<file path="config.mk">
export PLATFORM = sky130hd
export DESIGN_NAME = aer_decoder
export DESIGN_NICKNAME = d
export VERILOG_FILES = /design/src/rtl/aer_decoder.sv
export SDC_FILE = /design/constraint.sdc
export NUM_CORES = 1
export LEC_CHECK = 0
export CAP_MARGIN = 10
export CORE_ASPECT_RATIO = 1.4
export CORE_MARGIN = 2
export CORE_UTILIZATION = 55
export CTS_CLUSTER_SIZE = 8
export DETAILED_ROUTE_END_ITERATION = 6
export PLACE_DENSITY = 0.89
export SYNTH_ARGS = -nofsm -noshare
export SYNTH_HDL_FRONTEND = slang
export SYNTH_SLANG_ARGS = --single-unit
</file>
<file path="constraint.sdc">
create_clock -name clk_i -period 2.9 [get_ports clk_i]
set_input_delay 0.435 -clock clk_i [delete_from_list [all_inputs] [get_ports clk_i]]
set_output_delay 0.435 -clock clk_i [all_outputs]
set_load 0.01 [all_outputs]
</file>
<file path="src/rtl/aer_decoder.sv">
// AER event decoder: buffers 39-bit address-event words in a small FIFO,
// presents the head event as decoded fields, counts delivered events and
// flags timestamps that go backwards.
//
// Handshake: a word moves across an interface on a rising edge exactly when
// its valid and ready are both high in that cycle. ready_o depends only on
// the registered fill level and valid_o only on the registered fill level,
// so neither has a combinational path from the opposite-side input.
//
// DEPTH must be a power of two and at least 2 so the pointers can wrap by
// plain binary overflow.
module aer_decoder #(
  parameter int DEPTH = 4
) (
  input  logic                       clk_i,
  input  logic                       rst_n_i,
  input  logic [38:0]                data_in_i,
  input  logic                       valid_i,
  output logic                       ready_o,
  output logic [2:0]                 x_add_o,
  output logic [2:0]                 y_add_o,
  output logic [31:0]                timestamp_o,
  output logic                       polarity_o,
  output logic                       valid_o,
  input  logic                       ready_i,
  output logic [$clog2(DEPTH):0]     level_o,
  output logic                       ts_err_o,
  output logic [15:0]                event_count_o,
  input  logic                       count_clr_i
);

  localparam int AW = $clog2(DEPTH);
  localparam int LW = AW + 1;
  localparam logic [LW-1:0] FULL_LEVEL = LW'(DEPTH);

  // FIFO storage and bookkeeping
  logic [38:0]   mem_q [DEPTH];
  logic [AW-1:0] wr_ptr_q, wr_ptr_d;
  logic [AW-1:0] rd_ptr_q, rd_ptr_d;
  logic [LW-1:0] level_q, level_d;

  // Timestamp monotonicity tracking
  logic [31:0]   last_ts_q, last_ts_d;
  logic          first_q, first_d;
  logic          ts_err_q, ts_err_d;

  // Delivered-event counter
  logic [15:0]   count_q, count_d;

  logic          push;
  logic          pop;
  logic [38:0]   head_word;
  logic [31:0]   in_ts;

  assign ready_o   = (level_q != FULL_LEVEL);
  assign valid_o   = (level_q != '0);
  assign push      = valid_i && ready_o;
  assign pop       = valid_o && ready_i;
  assign in_ts     = data_in_i[38:7];
  assign head_word = mem_q[rd_ptr_q];

  assign timestamp_o   = head_word[38:7];
  assign x_add_o       = head_word[6:4];
  assign y_add_o       = head_word[3:1];
  assign polarity_o    = head_word[0];
  assign level_o       = level_q;
  assign ts_err_o      = ts_err_q;
  assign event_count_o = count_q;

  // Next-state for pointers and fill level; a simultaneous push and pop
  // leaves the level unchanged.
  always_comb begin
    wr_ptr_d = wr_ptr_q;
    rd_ptr_d = rd_ptr_q;
    level_d  = level_q;
    if (push) begin
      wr_ptr_d = wr_ptr_q + AW'(1);
    end
    if (pop) begin
      rd_ptr_d = rd_ptr_q + AW'(1);
    end
    case ({push, pop})
      2'b10:   level_d = level_q + LW'(1);
      2'b01:   level_d = level_q - LW'(1);
      default: level_d = level_q;
    endcase
  end

  // Next-state for the timestamp checker; clear beats a same-cycle error.
  always_comb begin
    last_ts_d = last_ts_q;
    first_d   = first_q;
    ts_err_d  = ts_err_q;
    if (push) begin
      last_ts_d = in_ts;
      first_d   = 1'b0;
      if (!first_q && (in_ts < last_ts_q)) begin
        ts_err_d = 1'b1;
      end
    end
    if (count_clr_i) begin
      ts_err_d = 1'b0;
    end
  end

  // Next-state for the saturating delivery counter; clear beats a pop.
  always_comb begin
    count_d = count_q;
    if (count_clr_i) begin
      count_d = '0;
    end else if (pop && (count_q != 16'hFFFF)) begin
      count_d = count_q + 16'd1;
    end
  end

  // Storage write at the tail; storage is zeroed on reset so the head
  // fields read 0 until the first word arrives.
  always_ff @(posedge clk_i or negedge rst_n_i) begin
    if (!rst_n_i) begin
      for (int i = 0; i < DEPTH; i++) begin
        mem_q[i] <= '0;
      end
    end else if (push) begin
      mem_q[wr_ptr_q] <= data_in_i;
    end
  end

  // Pointer and level registers; reset flushes everything immediately.
  always_ff @(posedge clk_i or negedge rst_n_i) begin
    if (!rst_n_i) begin
      wr_ptr_q <= '0;
      rd_ptr_q <= '0;
      level_q  <= '0;
    end else begin
      wr_ptr_q <= wr_ptr_d;
      rd_ptr_q <= rd_ptr_d;
      level_q  <= level_d;
    end
  end

  // Timestamp checker registers.
  always_ff @(posedge clk_i or negedge rst_n_i) begin
    if (!rst_n_i) begin
      last_ts_q <= '0;
      first_q   <= 1'b1;
      ts_err_q  <= 1'b0;
    end else begin
      last_ts_q <= last_ts_d;
      first_q   <= first_d;
      ts_err_q  <= ts_err_d;
    end
  end

  // Delivery counter register.
  always_ff @(posedge clk_i or negedge rst_n_i) begin
    if (!rst_n_i) begin
      count_q <= '0;
    end else begin
      count_q <= count_d;
    end
  end

endmodule

</file>
# Word-level counts from Yosys, hierarchy flattened
# Cells that the tools add are included.
totals:
  regBits: 213
  input_bits: 44
  out_inout_bits: 61
  elab_cells: 50
classes:
  n_addsub: 5
  magnitude_cmp: 4
  eq_ne: 4
  n_mux: 12
  bitwise_logic: 2
  reduce_logical: 12
op_table:
  columns: ["operator", "n"]
  rows:
  - ["156-bit bitwise mux", 1]
  - ["39-bit two-way mux", 3]
  - ["39-bit binary-select mux with 2-bit select", 1]
  - ["39-bit demux with 2-bit select", 1]
  - ["32-bit < comparator", 1]
  - ["16-bit two-way mux", 2]
  - ["16-bit by 1-bit adder with 16-bit output, second input constant", 1]
  - ["16-bit != test, second input constant", 1]
  - ["2-bit nonzero test", 4]
  - ["3-bit greater-or-equal comparator, second input constant", 2]
  - ["2-bit NOT with 3-bit output", 2]
  - ["3-bit one-hot mux with 2 select lines", 1]
  - ["1-bit logical AND", 5]
  - ["2-bit by 1-bit adder with 2-bit output, second input constant", 2]
  - ["3-bit by 1-bit adder with 3-bit output, second input constant", 1]
  - ["3-bit by 1-bit < comparator with 1-bit output, second input constant", 1]
  - ["1-bit two-way mux", 3]
  - ["3-bit != test, second input constant", 1]
  - ["3-bit nonzero test", 1]
  - ["3-bit by 1-bit subtractor with 3-bit output, second input constant", 1]
  - ["2-bit by 1-bit == test with 1-bit output, second input constant", 1]
  - ["2-bit == test, second input constant", 1]
  - ["2-bit AND reduction", 1]
  - ["1-bit zero test", 1]

# Logic depth before layout (Yosys ltp)
logic_depth:
  word_depth: 6
  mapped_depth: 11
  mapped_depth_nobuf: 9

# Worst setup path after synthesis
# OpenSTA, ideal clock, no wires.
synth_path:
  kind: "reg2reg"
  start: "register level_q[1] (netlist: level_o[1])"
  end: "register level_q[2] (netlist: level_o[2])"
  arrival_time_ps: 2430
  t_required_ps: 2821
  slack_ps: 391
  stages_incl_launch_ff: 12
  synth_period_minus_slack_ps: 2509
  path_cell_list: "dfrtp_1 -> or3b_1 -> and2_1 -> buf_2 -> buf_2 -> inv_2 -> ha_1 -> inv_1 -> fa_1 -> xor2_1 -> nor2_1 -> xor2_1"
synth_via:
  elab_chain_len: 4
synth_lines:
  columns: ["item", "line_no", "text"]
  rows:
  - ["start: declaration", "40", "logic [LW-1:0] level_q, level_d;"]
  - ["start signal: assignment", "137", "level_q <= level_d;"]
  - ["3-bit != test (*)", "55", "assign ready_o = (level_q != FULL_LEVEL);"]
  - ["via ready_o", "19", "output logic ready_o,"]
  - ["1-bit logical AND (*)", "57", "assign push = valid_i && ready_o;"]
  - ["2-bit by 1-bit == test with 1-bit output / 2-bit == test (equally long branches)", "82", "case ({push, pop})"]
  - ["3-bit one-hot mux with 2 select lines / 2-bit nonzero test (equally long branches)", null, null]
# The timed path passes the listed nets; every way through them passes the cells marked *.
# A chain may end at the register's enable or synchronous reset.

# Worst setup path after layout
layout_path:
  start: "register rd_ptr_q[0]"
  end: "output port timestamp_o[17]"
layout_via:
  elab_chain_len: 4
layout_lines:
  columns: ["item", "line_no", "text"]
  rows:
  - ["start: declaration", "39", "logic [AW-1:0] rd_ptr_q, rd_ptr_d;"]
  - ["start signal: assignment", "136", "rd_ptr_q <= rd_ptr_d;"]
  - ["2-bit NOT with 3-bit output (not written as such)", "60", "assign head_word = mem_q[rd_ptr_q];"]
  - ["39-bit binary-select mux with 2-bit select", "60", null]
  - ["39-bit two-way mux (not written as such) (2 in a row)", "60", null]
  - ["end: declaration", "22", "output logic [31:0] timestamp_o,"]
# No other way between the ends. The select of a mux whose other input is x is not followed.

==> flow_metrics.py <==
metrics = {
    "outcome": {
        "status": "finished, violations left",
        "violations": "hold timing",
    },
    "synth": {
        "synth.distinct_cells": 54,
        "synth_top_area_cell": "dfrtp_1",
        "synth_top_cell_area_share_pct": 52.95,
        "synth_edf_count": 0,
        "yosysWarnings": 0,
        "synth_area_leaders": "dfrtp_1 (53%), mux2_2 (12%), mux4_2 (8.8%), mux2_1 (6.0%), ha_1 (4.6%)",
        "synth-main-ff-cell": "dfrtp_1",
        "syn-mean-instance-area_um2": 13.82,
        "synthArstFlopShare_pct": 100.0,
        "synthesis.area_um2": 10020,
        "syn_nets": 807,
        "ys_seq_area_share_pct": 53.22,
        "synthCells": 725,
        "ys_seq_elements": 213,
    },
    "pwr": {
        "power_frac_seq_pct": 36.3,
        "power_switching_share_pct": 30.18,
        "pwr-share-comb_pct": 41.4,
        "p_clk_share_pct": 22.4,
        "p_int_uw": 9583,
        "vdd_drop_max_uv": 825.5,
        "switching_power_uw": 4143,
        "power.density_nw_per_um2": 1131,
        "leakagePower_uw": 0.005232,
    },
    "timing": {
        "finClkSkew_ps": 8.417,
        "setup-tns-final_ps": 0,
        "slew_violations": 0,
        "worst_pin_slew_ps": 765.7,
        "hold_violations": 14,
        "rsz0062_at_grt": "false",
        "fmax_mhz": 357.5,
        "finalCritPeriodShare_pct": 96.44,
        "setup_violations": 0,
        "setup_ws_ps": 103.2,
        "holdWs_ps": -34.50,
        "layout_min_cycle_time_ps": 2797,
        "slew_headroom_pct": 48.95,
    },
    "place": {
        "place_congestion": 0.8127,
        "io_buffer_count": 104,
        "dp_slack_ps": 193.2,
        "dp_hpwl_um": 13690,
        "post-place-cells": 1049,
    },
    "clock_network": {
        "clockBufferDepth": 3,
        "post-cts-setup-buffers": 0,
        "h-tree-depth": 1,
        "cts_tree": "done",
        "cts_resized": 0,
        "hold_buffers": 0,
        "clk_latency_ps": 520,
        "clock-sinks": 213,
        "clockRootBuffer": "clkbuf_16",
        "numCtsBuffers": 30,
        "cts.clk_slew.worst_paths_ps": 50,
    },
    "cells_and_area": {
        "nets": 923,
        "layout-drive-gt1-share_pct": 24.74,
        "synthToLayoutAreaGrowth_pct": 21.13,
        "instances_no_fill": 1093,
        "antennaDiodeCount": 0,
    },
    "flow_run": {
        "cap_violations": 0,
    },
    "die": {
        "pin_count": 105,
        "rows": 58,
        "start_util_pct": 55.89,
        "fp.dieW_um": 118.1,
        "chipHeight_um": 163.7,
        "dieArea_um2": 19330,
        "core_um2": 17920,
    },
    "setup_path": {
        "path_cells": "buf_4, mux4_2, clkdlybuf4s50_1",
        "start_kind": "flop",
        "crit_arrival_ps": 2360,
        "slowest_delay_ps": 590,
        "crit_fanout": 19,
        "path_class": "flop to primary output",
        "slowest_stage": "mux4_2",
        "path_buf_inv": 2,
        "critPathRequiredTime_ps": 2470,
        "cp-end-kind": "primary output",
        "critPathTopFamily": "buffers and inverters",
    },
    "drt": {
        "first_pass_iters": 4,
        "wl_per_cell_um": 19.07,
        "ant_nets": 0,
        "num_vias": 6231,
        "drc_errors": 0,
        "initialDrtViolationCount": 339,
        "vias_per_cell": 5.701,
        "wl_um": 20850,
    },
    "global_routing": {
        "track_usage_pct": 22.66,
        "grt_pass1_wl_um": 35340,
        "grt-ovfl-total": 0,
        "grt_pass1_vias": 6867,
        "antenna_found_initial": 0,
        "grt_max_degree": 91,
    },
    "hold_path": {
        "min_path_type": "input port to asynchronous set/reset pin",
    },
}
[metal layers]
metal	vias up	share of wire (%)	GRT usage (%)
met1	3230	41	28.30
li1	2843	-	-
met5	-	0	0
met4	0	2.0	6.407
met3	26	3.9	3.333
met2	132	53	41.09
[power groups by stage]
stage | registers, uW | logic (uW) | clock network [uW]
5_1_grt | 5140 | 6140 | 3280
2_1_floorplan | 4780 | 3710 | 0
3_5_place_dp | 5010 | 5730 | 0
4_1_cts | 4980 | 5770 | 3140
6_report | 4980 | 5680 | 3070
3_3_place_gp | 4920 | 5530 | 0
[area by class of cell]
cell class              count  area [um2]
clock buffers              43       820.8
repair buffers            122        1242
well taps                 240       300.3
fillers                  1263        5789
flip-flops and latches    213        5334
multi-input cells         435        4287
inverters                  39       146.4
clock inverters             1       5.005
[worst reg2reg max path, delay by kind of cell, from the launching register on]
| kind | cells | cell delay [ps] |
|---|---|---|
| and+or+nand+nor | 3 | 830 |
| buffers and inverters | 2 | 570 |
| DFF | 1 | 450 |
| muxes | 1 | 410 |
[kinds of logic after synthesis]
| group | share of synthesized area (%) |
|---|---|
| xor+xnor | 1.574 |
| buf+inv | 4.009 |
| fa+ha+maj | 4.821 |
| mux | 26.40 |
| compound gates | 4.321 |
| flops | 53.22 |
| simple gates | 5.658 |
[synthesized netlist by cell type (3+ instances only)]
library cell	number
mux2_1	53
clkbuf_1	5
buf_6	10
xnor2_1	11
mux4_2	39
nand3_1	6
mux2_2	103
nand2_1	48
o21ai_0	7
dfrtp_1	212
xor2_1	7
ha_1	37
inv_1	38
a211oi_1	4
buf_1	9
or3_1	3
nor2_1	15
nand2_2	4
buf_4	8
a21oi_1	16
buf_2	6
nand4_1	11
o21ai_1	32
[metrics by stage]
| stage | power, uW | hold WS, ps | area, um2 | utilization, % |
|---|---|---|---|---|
| floorplan | 8490 | 139.4 | 10020 | - |
| global placement | 10450 | 463.0 | 11310 | 63.10 |
| detailed placement | 10740 | 475.5 | 11310 | 63.10 |
| CTS | 13880 | 11.59 | 12140 | 67.70 |
| global route | 14560 | 16.05 | 12140 | 67.70 |
| finish | 13730 | -34.50 | 12140 | 67.70 |
[state kept, by name (all words and copies together), names as in the netlist]
| register | flops |
|---|---|
| mem_q | 156 |
| last_ts_q | 32 |
| event_count_o | 16 |
| level_o | 3 |
| rd_ptr_q | 2 |
| wr_ptr_q | 2 |
| first_q | 1 |
| ts_err_o | 1 |
[cell usage in the layout, fill, tap and decap left out, types with 2 or more instances in the layout]
cell type	synthesis	layout
dfrtp_1	212	210
mux2_2	103	103
clkdlybuf4s50_1	0	103
mux2_1	53	53
nand2_1	48	48
mux4_2	39	39
inv_1	38	38
ha_1	37	37
o21ai_1	32	32
clkbuf_16	0	31
a21oi_1	16	16
nor2_1	15	15
buf_4	8	13
clkbuf_1	5	12
xnor2_1	11	11
nand4_1	11	11
o21ai_0	7	7
xor2_1	7	7
nand3_1	6	6
buf_12	0	5
nand2_2	4	4
a211oi_1	4	4
or3_1	3	3
and3_1	2	2
and4_1	2	2
o31ai_1	2	2
or4_1	2	2
o211ai_1	2	2
nand2b_1	2	2
a21o_1	2	2
nor3_1	2	2
nor2b_1	2	2
dfrtp_2	0	2
[path summary, 6_finish.rpt]
kind	from	end	slack (ps)	cells past startpoint
worst max-delay path	rd_ptr_q[0]$_DFFE_PN0P_	timestamp_o[17]	100	3
worst min-delay path	rst_n_i	mem_q[150]$_DFFE_PN0P_	-30	1
worst max register to register	level_o[1]$_DFFE_PN0P_	mem_q[108]$_DFFE_PN0P_	530	6
worst min register to register	mem_q[72]$_DFFE_PN0P_	mem_q[72]$_DFFE_PN0P_	480	1
max in group asynchronous	rst_n_i	mem_q[50]$_DFFE_PN0P_	2080	2
min in group clk_i	mem_q[72]$_DFFE_PN0P_	mem_q[72]$_DFFE_PN0P_	480	1
Note: power is estimated with default switching activity, not from simulation.
